## src/rtl/fa32_selftest_pkg.sv

```systemverilog
// Shared types and constants for the 32-bit full-adder self-test sequencer:
// FSM states, the directed vector table and LFSR parameters.
package fa32_selftest_pkg;

  typedef enum logic [2:0] {
    S_IDLE,
    S_LOAD,
    S_SETTLE,
    S_CHECK,
    S_DONE
  } state_t;

  localparam int          NUM_DIRECTED = 10;
  localparam logic [31:0] LFSR_TAPS    = 32'h8020_0003;
  localparam logic [31:0] DEFAULT_SEED = 32'h0000_0001;

  // Each entry is {a, b, cin}; element [0] is vector 0.
  localparam logic [NUM_DIRECTED-1:0][64:0] DIRECTED_VECTORS = {
    {32'h8000_0000, 32'h8000_0000, 1'b1},
    {32'h0000_0000, 32'h8000_0000, 1'b1},
    {32'h0000_0000, 32'h8000_0000, 1'b0},
    {32'h8000_0000, 32'h0000_0000, 1'b0},
    {32'h0000_0001, 32'h0000_0001, 1'b1},
    {32'h0000_0000, 32'h0000_0001, 1'b0},
    {32'h0000_0001, 32'h0000_0000, 1'b0},
    {32'h0000_0000, 32'h0000_0000, 1'b1},
    {32'h0000_0000, 32'h0000_0000, 1'b0},
    {32'hAAAA_AAAA, 32'h5555_5555, 1'b0}
  };

  function automatic logic [32:0] add_ref(input logic [31:0] x,
                                          input logic [31:0] y,
                                          input logic        c);
    return {1'b0, x} + {1'b0, y} + {32'b0, c};
  endfunction

endpackage

```

## src/rtl/fa32_lfsr32.sv

```systemverilog
// One combinational advance of the 32-bit right-shifting Galois LFSR.
module fa32_lfsr32
  import fa32_selftest_pkg::*;
(
  input  logic [31:0] lfsr_now,
  output logic [31:0] lfsr_next
);

  assign lfsr_next = (lfsr_now >> 1) ^ (lfsr_now[0] ? LFSR_TAPS : 32'h0);

endmodule

```

## src/rtl/fa32_selftest.sv

```systemverilog
// Synthesizable stimulus generator and checker for a 32-bit full adder:
// drives directed then LFSR vectors, waits a settle interval, counts matches.
module fa32_selftest
  import fa32_selftest_pkg::*;
#(
  parameter int          NUM_RANDOM    = 50,
  parameter int          SETTLE_CYCLES = 10,
  parameter logic [31:0] LFSR_SEED     = DEFAULT_SEED
) (
  input  logic        clk,
  input  logic        global_resetn,
  input  logic        start,
  input  logic [31:0] sum,
  input  logic        cout,
  output logic [31:0] a,
  output logic [31:0] b,
  output logic        cin,
  output logic        busy,
  output logic        done,
  output logic [7:0]  pass_count,
  output logic [7:0]  fail_count,
  output logic [7:0]  first_fail_idx
);

  localparam logic [7:0]  LAST_IDX    = 8'(NUM_DIRECTED - 1 + NUM_RANDOM);
  localparam logic [15:0] SETTLE_LAST = 16'(SETTLE_CYCLES - 1);
  localparam logic [31:0] SEED_EFF    = (LFSR_SEED == 32'h0) ? 32'h1 : LFSR_SEED;

  state_t      state, next_state;
  logic        start_q;
  logic [7:0]  vec_idx;
  logic [15:0] settle_cnt;
  logic [31:0] lfsr, step1, step2, step3;
  logic [32:0] expected;
  logic [64:0] load_vec;
  logic        is_random;
  logic        match;

  fa32_lfsr32 u_step1 (.lfsr_now(lfsr),  .lfsr_next(step1));
  fa32_lfsr32 u_step2 (.lfsr_now(step1), .lfsr_next(step2));
  fa32_lfsr32 u_step3 (.lfsr_now(step2), .lfsr_next(step3));

  assign is_random = (vec_idx >= 8'(NUM_DIRECTED));
  assign match     = ({cout, sum} == expected);

  always_comb begin
    load_vec = {step1, step2, step3[0]};
    if (!is_random) load_vec = DIRECTED_VECTORS[vec_idx[3:0]];
  end

  always_ff @(posedge clk or negedge global_resetn) begin
    if (!global_resetn) state <= S_IDLE;
    else                state <= next_state;
  end

  always_comb begin
    next_state = state;
    unique case (state)
      S_IDLE, S_DONE: if (start_q) next_state = S_LOAD;
      S_LOAD:         next_state = S_SETTLE;
      S_SETTLE:       if (settle_cnt == SETTLE_LAST) next_state = S_CHECK;
      S_CHECK:        next_state = (vec_idx == LAST_IDX) ? S_DONE : S_LOAD;
      default:        next_state = S_IDLE;
    endcase
  end

  always_comb begin
    busy = (state == S_LOAD) || (state == S_SETTLE) || (state == S_CHECK);
    done = (state == S_DONE);
  end

  // start is registered first, so busy follows one edge after start is seen.
  always_ff @(posedge clk or negedge global_resetn) begin
    if (!global_resetn) begin
      start_q        <= 1'b0;
      a              <= '0;
      b              <= '0;
      cin            <= 1'b0;
      expected       <= '0;
      pass_count     <= '0;
      fail_count     <= '0;
      first_fail_idx <= 8'hFF;
      lfsr           <= SEED_EFF;
      vec_idx        <= '0;
      settle_cnt     <= '0;
    end else begin
      start_q <= start & ~busy;
      unique case (state)
        S_IDLE, S_DONE: begin
          if (start_q) begin
            pass_count     <= '0;
            fail_count     <= '0;
            first_fail_idx <= 8'hFF;
            vec_idx        <= '0;
            lfsr           <= SEED_EFF;
          end
        end
        S_LOAD: begin
          a          <= load_vec[64:33];
          b          <= load_vec[32:1];
          cin        <= load_vec[0];
          expected   <= add_ref(load_vec[64:33], load_vec[32:1], load_vec[0]);
          settle_cnt <= '0;
          if (is_random) lfsr <= step3;
        end
        S_SETTLE: settle_cnt <= settle_cnt + 16'd1;
        S_CHECK: begin
          if (match) begin
            if (pass_count != 8'hFF) pass_count <= pass_count + 8'd1;
          end else begin
            if (fail_count != 8'hFF) fail_count <= fail_count + 8'd1;
            if (first_fail_idx == 8'hFF) first_fail_idx <= vec_idx;
          end
          if (vec_idx != LAST_IDX) vec_idx <= vec_idx + 8'd1;
        end
        default: ;
      endcase
    end
  end

endmodule

```

## config.mk

```make
export PLATFORM = sky130hd
export DESIGN_NAME = fa32_selftest
export DESIGN_NICKNAME = d
export VERILOG_FILES = /design/src/rtl/fa32_selftest_pkg.sv /design/src/rtl/fa32_lfsr32.sv /design/src/rtl/fa32_selftest.sv
export SDC_FILE = /design/constraint.sdc
export NUM_CORES = 1
export LEC_CHECK = 0
export ABC_AREA = 1
export CAP_MARGIN = 15
export CORE_MARGIN = 10
export CORE_UTILIZATION = 51
export DETAILED_ROUTE_END_ITERATION = 10
export MAX_ROUTING_LAYER = met4
export PLACE_DENSITY = 0.77
export SYNTH_ARGS = -nofsm -noshare
export SYNTH_HDL_FRONTEND = slang
export SYNTH_SLANG_ARGS = --single-unit
```

## constraint.sdc

```tcl
create_clock -name clk -period 2.8 [get_ports clk]
set_clock_uncertainty 0.15 [all_clocks]
set_input_delay 0.56 -clock clk [delete_from_list [all_inputs] [get_ports clk]]
set_output_delay 0.56 -clock clk [all_outputs]
set_load 0.05 [all_outputs]
```

# Word level (Yosys, flattened, before mapping)
# Memories as Yosys holds them, arrays and structs flattened.
# Cells that the tools add are included.
# op_classes
magnitude_cmp	2
n_bitwise	5
reduce_logical	13
n_eq_ne	20
add_sub_neg	6
muxes	26
# ops
cell	count
$mux W32	5
$mux W65	2
$xor A31 B32 Y32	3
$mux W8	9
$pmux W32 S2	1
$pmux W8 S2	4
$add A32 B32 Y33	1
$add A33 B1 Y33	1
$eq A33 B33 Y1	1
$pmux W16 S2	1
$add A8 B1 Y8 const B	3
$add A16 B1 Y16 const B	1
$eq A16 B4 Y1 const B	1
$ne A8 B8 Y1 const B	2
$pmux W3 S4	1
$reduce_and A4 Y1	3
$ne A2 B2 Y1 const B	5
$mux W3	3
$eq A8 B6 Y1 const B	1
$eq A8 B8 Y1 const B	1
$ge A8 B4 Y1 const B	1
$ne A2 B1 Y1 const B	4
$ne A8 B6 Y1 const B	1
$eq A3 B2 Y1 const B	2
11 further kinds	15
# totals
input_bits	36
mem_bits_ro	1040
output_inout_bits	91
ff_bits	182
memories	1
# memory_table
name	words	width	rd	rd_ports_with_merged_regs	wr	line	rtl
(no name shown)	16	65	1	0	0	fa32_selftest.sv:48	if (!is_random) load_vec = DIRECTED_VECTORS[vec_idx[3:0]];

# Longest topological paths before layout
# depth
ltp_word	9
mapped_depth	24

# By module
# From an unflattened synthesis, not the netlist that was laid out.
# hier_totals
cells_unflattened	1757
hier_area_um2	11995.3
# modules_own_cells
mod	n_inst	cells_each	area_each_um2
fa32_selftest	1	1631	11195.7
fa32_lfsr32	3	42	266.5

# Least setup slack after synthesis
# Ideal clock, no wire load.
# synth_path
path_type	register -> register
from	register lfsr[0]
to	register expected[24]
arrival_time_ns	2.780
path_buffers	1
setup_slack_ns	-0.248
stages_incl_launch_ff	19
period_less_slack_ns	3.048
cell_sequence	dfstp_2 clkbuf_2 xor2_2 xnor2_1 nand2_1 o21ai_0 fa_1 inv_1 fa_1 inv_1 nand3_1 nand3_1 nand2_1 nand2_1 nand3_1 nand3_1 nand2_1 nand3_1 nand2_1
# synth_between
word_cells_on_any_way	9
cone_classes	2 x add/sub; 4 x mux; 3 x bitwise
# synth_lines
element	line	rtl
start: declaration	fa32_selftest.sv:33	logic [31:0] lfsr, step1, step2, step3;
start signal: assignment	fa32_selftest.sv:104	if (is_random) lfsr <= step3;
$mux W32 *	fa32_lfsr32.sv:9	assign lfsr_next = (lfsr_now >> 1) ^ (lfsr_now[0] ? LFSR_TAPS : 32'h0);
$xor A31 B32 Y32 *	fa32_lfsr32.sv:9	
$mux W32	fa32_lfsr32.sv:9	
$xor A31 B32 Y32 *	fa32_lfsr32.sv:9	
$mux W65 *	fa32_selftest.sv:48	
net load_vec[1]	fa32_selftest.sv:35	logic [64:0] load_vec;
$add A32 B32 Y33 *	fa32_selftest_pkg.sv:34	return {1'b0, x} + {1'b0, y} + {32'b0, c};
$add A33 B1 Y33 *	fa32_selftest_pkg.sv:34	
end signal: assignment	fa32_selftest.sv:102	expected <= add_ref(load_vec[64:33], load_vec[32:1], load_vec[0]);
end: declaration	fa32_selftest.sv:34	logic [32:0] expected;
# The timed path passes the listed nets; every way through them passes the cells marked *.
# A chain may end at the register's enable or synchronous reset.

# Worst setup path after layout
# layout_path
from	register vec_idx[0]
to	register expected[30]
# layout_between
elab_chain_cells	5
word_cells_on_any_way	6
cone_classes	2 x add/sub; 1 x order compare; 2 x mux; 1 x memory
# layout_rtl
element	line	rtl
start: declaration	fa32_selftest.sv:31	logic [7:0] vec_idx;
start signal: assignment	fa32_selftest.sv:114	if (vec_idx != LAST_IDX) vec_idx <= vec_idx + 8'd1;
$mem_v2 Z16 W65	n/a	
$mux W65 (not written as such)	fa32_selftest.sv:48	
$mux W65 *	fa32_selftest.sv:48	
net load_vec[21]	fa32_selftest.sv:35	
$add A32 B32 Y33 *	fa32_selftest_pkg.sv:34	
$add A33 B1 Y33 *	fa32_selftest_pkg.sv:34	
# The timed path passes the listed nets; every way through them passes the cells marked *. The select of a mux whose other input is x is not followed.

==> flow_summary.ini <==
[run_status]
status = finished with violations
violations = negative setup slack

[global_routing]
grt_pass1_vias = 10300
grt-ovfl-total = 0
grtUsageTotal_pct = 25.2
antenna_found_initial = 0
grt_max_degree = 58
grt_pass1_wl_mm = 52.5

[power_and_ir_drop]
p_leak_nw = 7.46
p_per_area_nw_per_um2 = 1140
max-vdd-ir-drop_mv = 0.988
total_power_mw = 16.5

[floorplanning]
die_area_um2 = 26200
die_y_um = 162
rows = 51
core_area_um2 = 19700
die_w_um = 162
initial_core_util_pct = 52.2
io-pin-count = 127

[worst_hold_path]
hp-class = reg -> reg

[route]
ant_nets = 0
drt_iter0_drc = 806
wirelength_mm = 34.3
vias_per_cell = 5.32
drc = 0
vias = 10700
wire_per_inst_um = 17.1
drt_first_pass_iters = 5

[cts]
clockBufferDepth = 2
ctsRootBufferMaster = clkbuf_16
cts_tree = yes
cts_htree_levels = 4
cts_sinks = 155
insertion_delay_ns = 0.44
path_clk_slew_ns = 0.07
numCtsBuffers = 17

[sta]
tns_ns = -10.85
max_slew_margin_pct = 53.0
rsz0062_at_grt = yes
period_minus_slack_ns = 3.25
maxSlewViolCount = 0
worst_slew_pin_slew_ns = 0.705
setup_ws_ns = -0.445
setup_violations = 32
whs_ns = 0.326
final_hold_viol_count = 0
fmax_mhz = 308
fin_crit_sh_pct = 116

[synth]
synth_flop_cell = dfrtp_1
syn_nets = 1550
synth_edf_count = 0
yosys_warnings = 0
synth_seq_area_share_pct = 37.9
async_reset_ff_share_pct = 100
synth_cells = 1472
synth.top_cell.area_share_pct = 35.6
syn_area_um2 = 10300
synth.largest_area_cell = dfrtp_1
synth_area_leaders = dfrtp_1 (36%), nand2_1 (20%), inv_1 (8.0%)
synth_area_per_cell_um2 = 6.97
ys_types = 53
ys_seq_elements = 155

[cells_and_area]
drive_gt1_share_pct = 25.2
layout_commonest_cell = nand2_1
design_area_um2 = 14500
antenna_cells = 0
final_cell_mix = nand2_1 (491), inv_1 (199), buf_4 (154), dfrtp_1 (146), clkdlybuf4s50_1 (123)
syn_to_final_growth_pct = 41.6
nets = 1806
fin_util_pct = 73.9

[worst_setup_path]
cp_data_required_time_ns = 2.97
cpPeakStageDelay_ns = 0.40
cp_slowest_cell = dfrtp_1
crit_arrival_ns = 3.42
cp_top_family = compound AO/OA/AOI/OAI gates
endpoint_kind = flip-flop
cp-start-kind = flip-flop
cp_cell_sequence = inv_2, buf_4, ha_1, inv_1, o31ai_4, buf_16, nand2_1, inv_1, ha_4, a21oi_2, o21ai_0, inv_1, nand2_1, a21oi_1, nand3_1, nand3_1, nand2_1
cp_max_fo = 6
cp_num_buf_inv = 6
critPathKind = reg -> reg
rrSetupSlack_ns = -0.45

[placed_design]
portBuffers = 126
place.gp.congestion = 0.959
placed_cell_area_um2 = 12700
dp_hpwl_mm = 23.4

[flow_run]
maxCapViolCount = 0
## where the power goes
group          switching [mW]  internal (mW)
Sequential              0.472           2.84
Clock                    1.08           1.35
Combinational            6.57           4.19
Total                    8.12           8.38
## synth_stat cells, types with 3 or more instances
cell and n:
dfrtp_1 146, ha_1 40, or2_2 3, dfstp_2 9
buf_1 6, nand3_1 76, a31oi_1 3, o21ai_1 29
nand2_1 544, a21oi_1 32, o21ai_0 55, xnor2_1 26
nor3_1 16, buf_4 28, o21ai_2 9, a22oi_1 3
o21bai_1 5, clkbuf_1 11, o22ai_1 5, buf_2 8
nand4_1 31, buf_6 4, o31ai_1 4, nand3b_1 10
nand2_2 3, inv_1 219, nor4_1 4, inv_2 8
xor2_1 16, nor2_1 89
## repair_timing
action,in CTS,in global routing
endpoints found under the setup margin,29,35
cloned,2,0
resized for setup,122,96
pin swaps,34,30
buffers inserted,29,11
hold endpoints to repair,52,0
hold buffers,1,0
## worst min-delay path: cells and delay by family, from the launching register on
| family | cells | cell delay, ns |
|---|---|---|
| flip-flops | 1 | 0.38 |
| AND/OR/NAND/NOR | 2 | 0.10 |
## through the flow
| stage | std cells | setup WS (ns) |
|---|---|---|
| 2_1_floorplan | 1472 | -0.0311 |
| 3_3_place_gp | 1934 | -0.490 |
| 3_5_place_dp | 1934 | -0.514 |
| 4_1_cts | 1996 | -0.223 |
| 5_1_grt | 2006 | -0.604 |
| 6_report | 2006 | -0.445 |
## sequential cells by signal, summed over array words and instances (netlist names)
register / flops
fail_count: 8
start_q: 1
vec_idx: 8
state: 3
expected: 33
a: 32
lfsr: 32
b: 5
settle_cnt: 16
pass_count: 8
first_fail_idx: 8
cin: 1
## final timing paths
path / depth (start not counted) / endpoint / start
hold / removal: 2 / first_fail_idx[5]$_DFFE_PN1P_ / first_fail_idx[5]$_DFFE_PN1P_
max in group asynchronous: 3 / first_fail_idx[4]$_DFFE_PN1P_ / global_resetn
min in group asynchronous: 2 / a[4]$_DFFE_PN0N_ / global_resetn
setup / recovery: 17 / expected[30]$_DFFE_PN0N_ / vec_idx[0]$_DFFE_PN0P_
setup reg to reg: 17 / expected[30]$_DFFE_PN0N_ / vec_idx[0]$_DFFE_PN0P_
hold reg to reg: 2 / first_fail_idx[5]$_DFFE_PN1P_ / first_fail_idx[5]$_DFFE_PN1P_
## cell type report
cell class                      instances  area [um^2]
Inverter                              229          871
Multi-Input combinational cell       1030         6190
Clock buffer                           17          425
Tap cell                              265          332
Timing Repair Buffer                  295         2650
Fill cell                            1467         5120
Clock inverter                         15          175
Sequential cell                       155         3890
## logic make-up (layout without fill, tap and decap cells)
group           count (synthesis)  in the layout  share of synthesized area, %
compound gates                155            155                          8.76
simple gates                  789            790                          32.2
xor+xnor                       43             43                          3.74
flops                         155            155                          37.9
buf+inv                       288            556                          12.1
fa+ha+maj                      42             42                          5.27
## layer usage
metal	up-vias	wire length, um	track usage [%]
li1	5091	-	-
met1	5035	14400	31.7
met2	442	16500	40.2
met3	102	2160	4.47
met4	0	1290	8.81
met5	-	0	-
No activity file was read; power rests on OpenSTA's default activity.
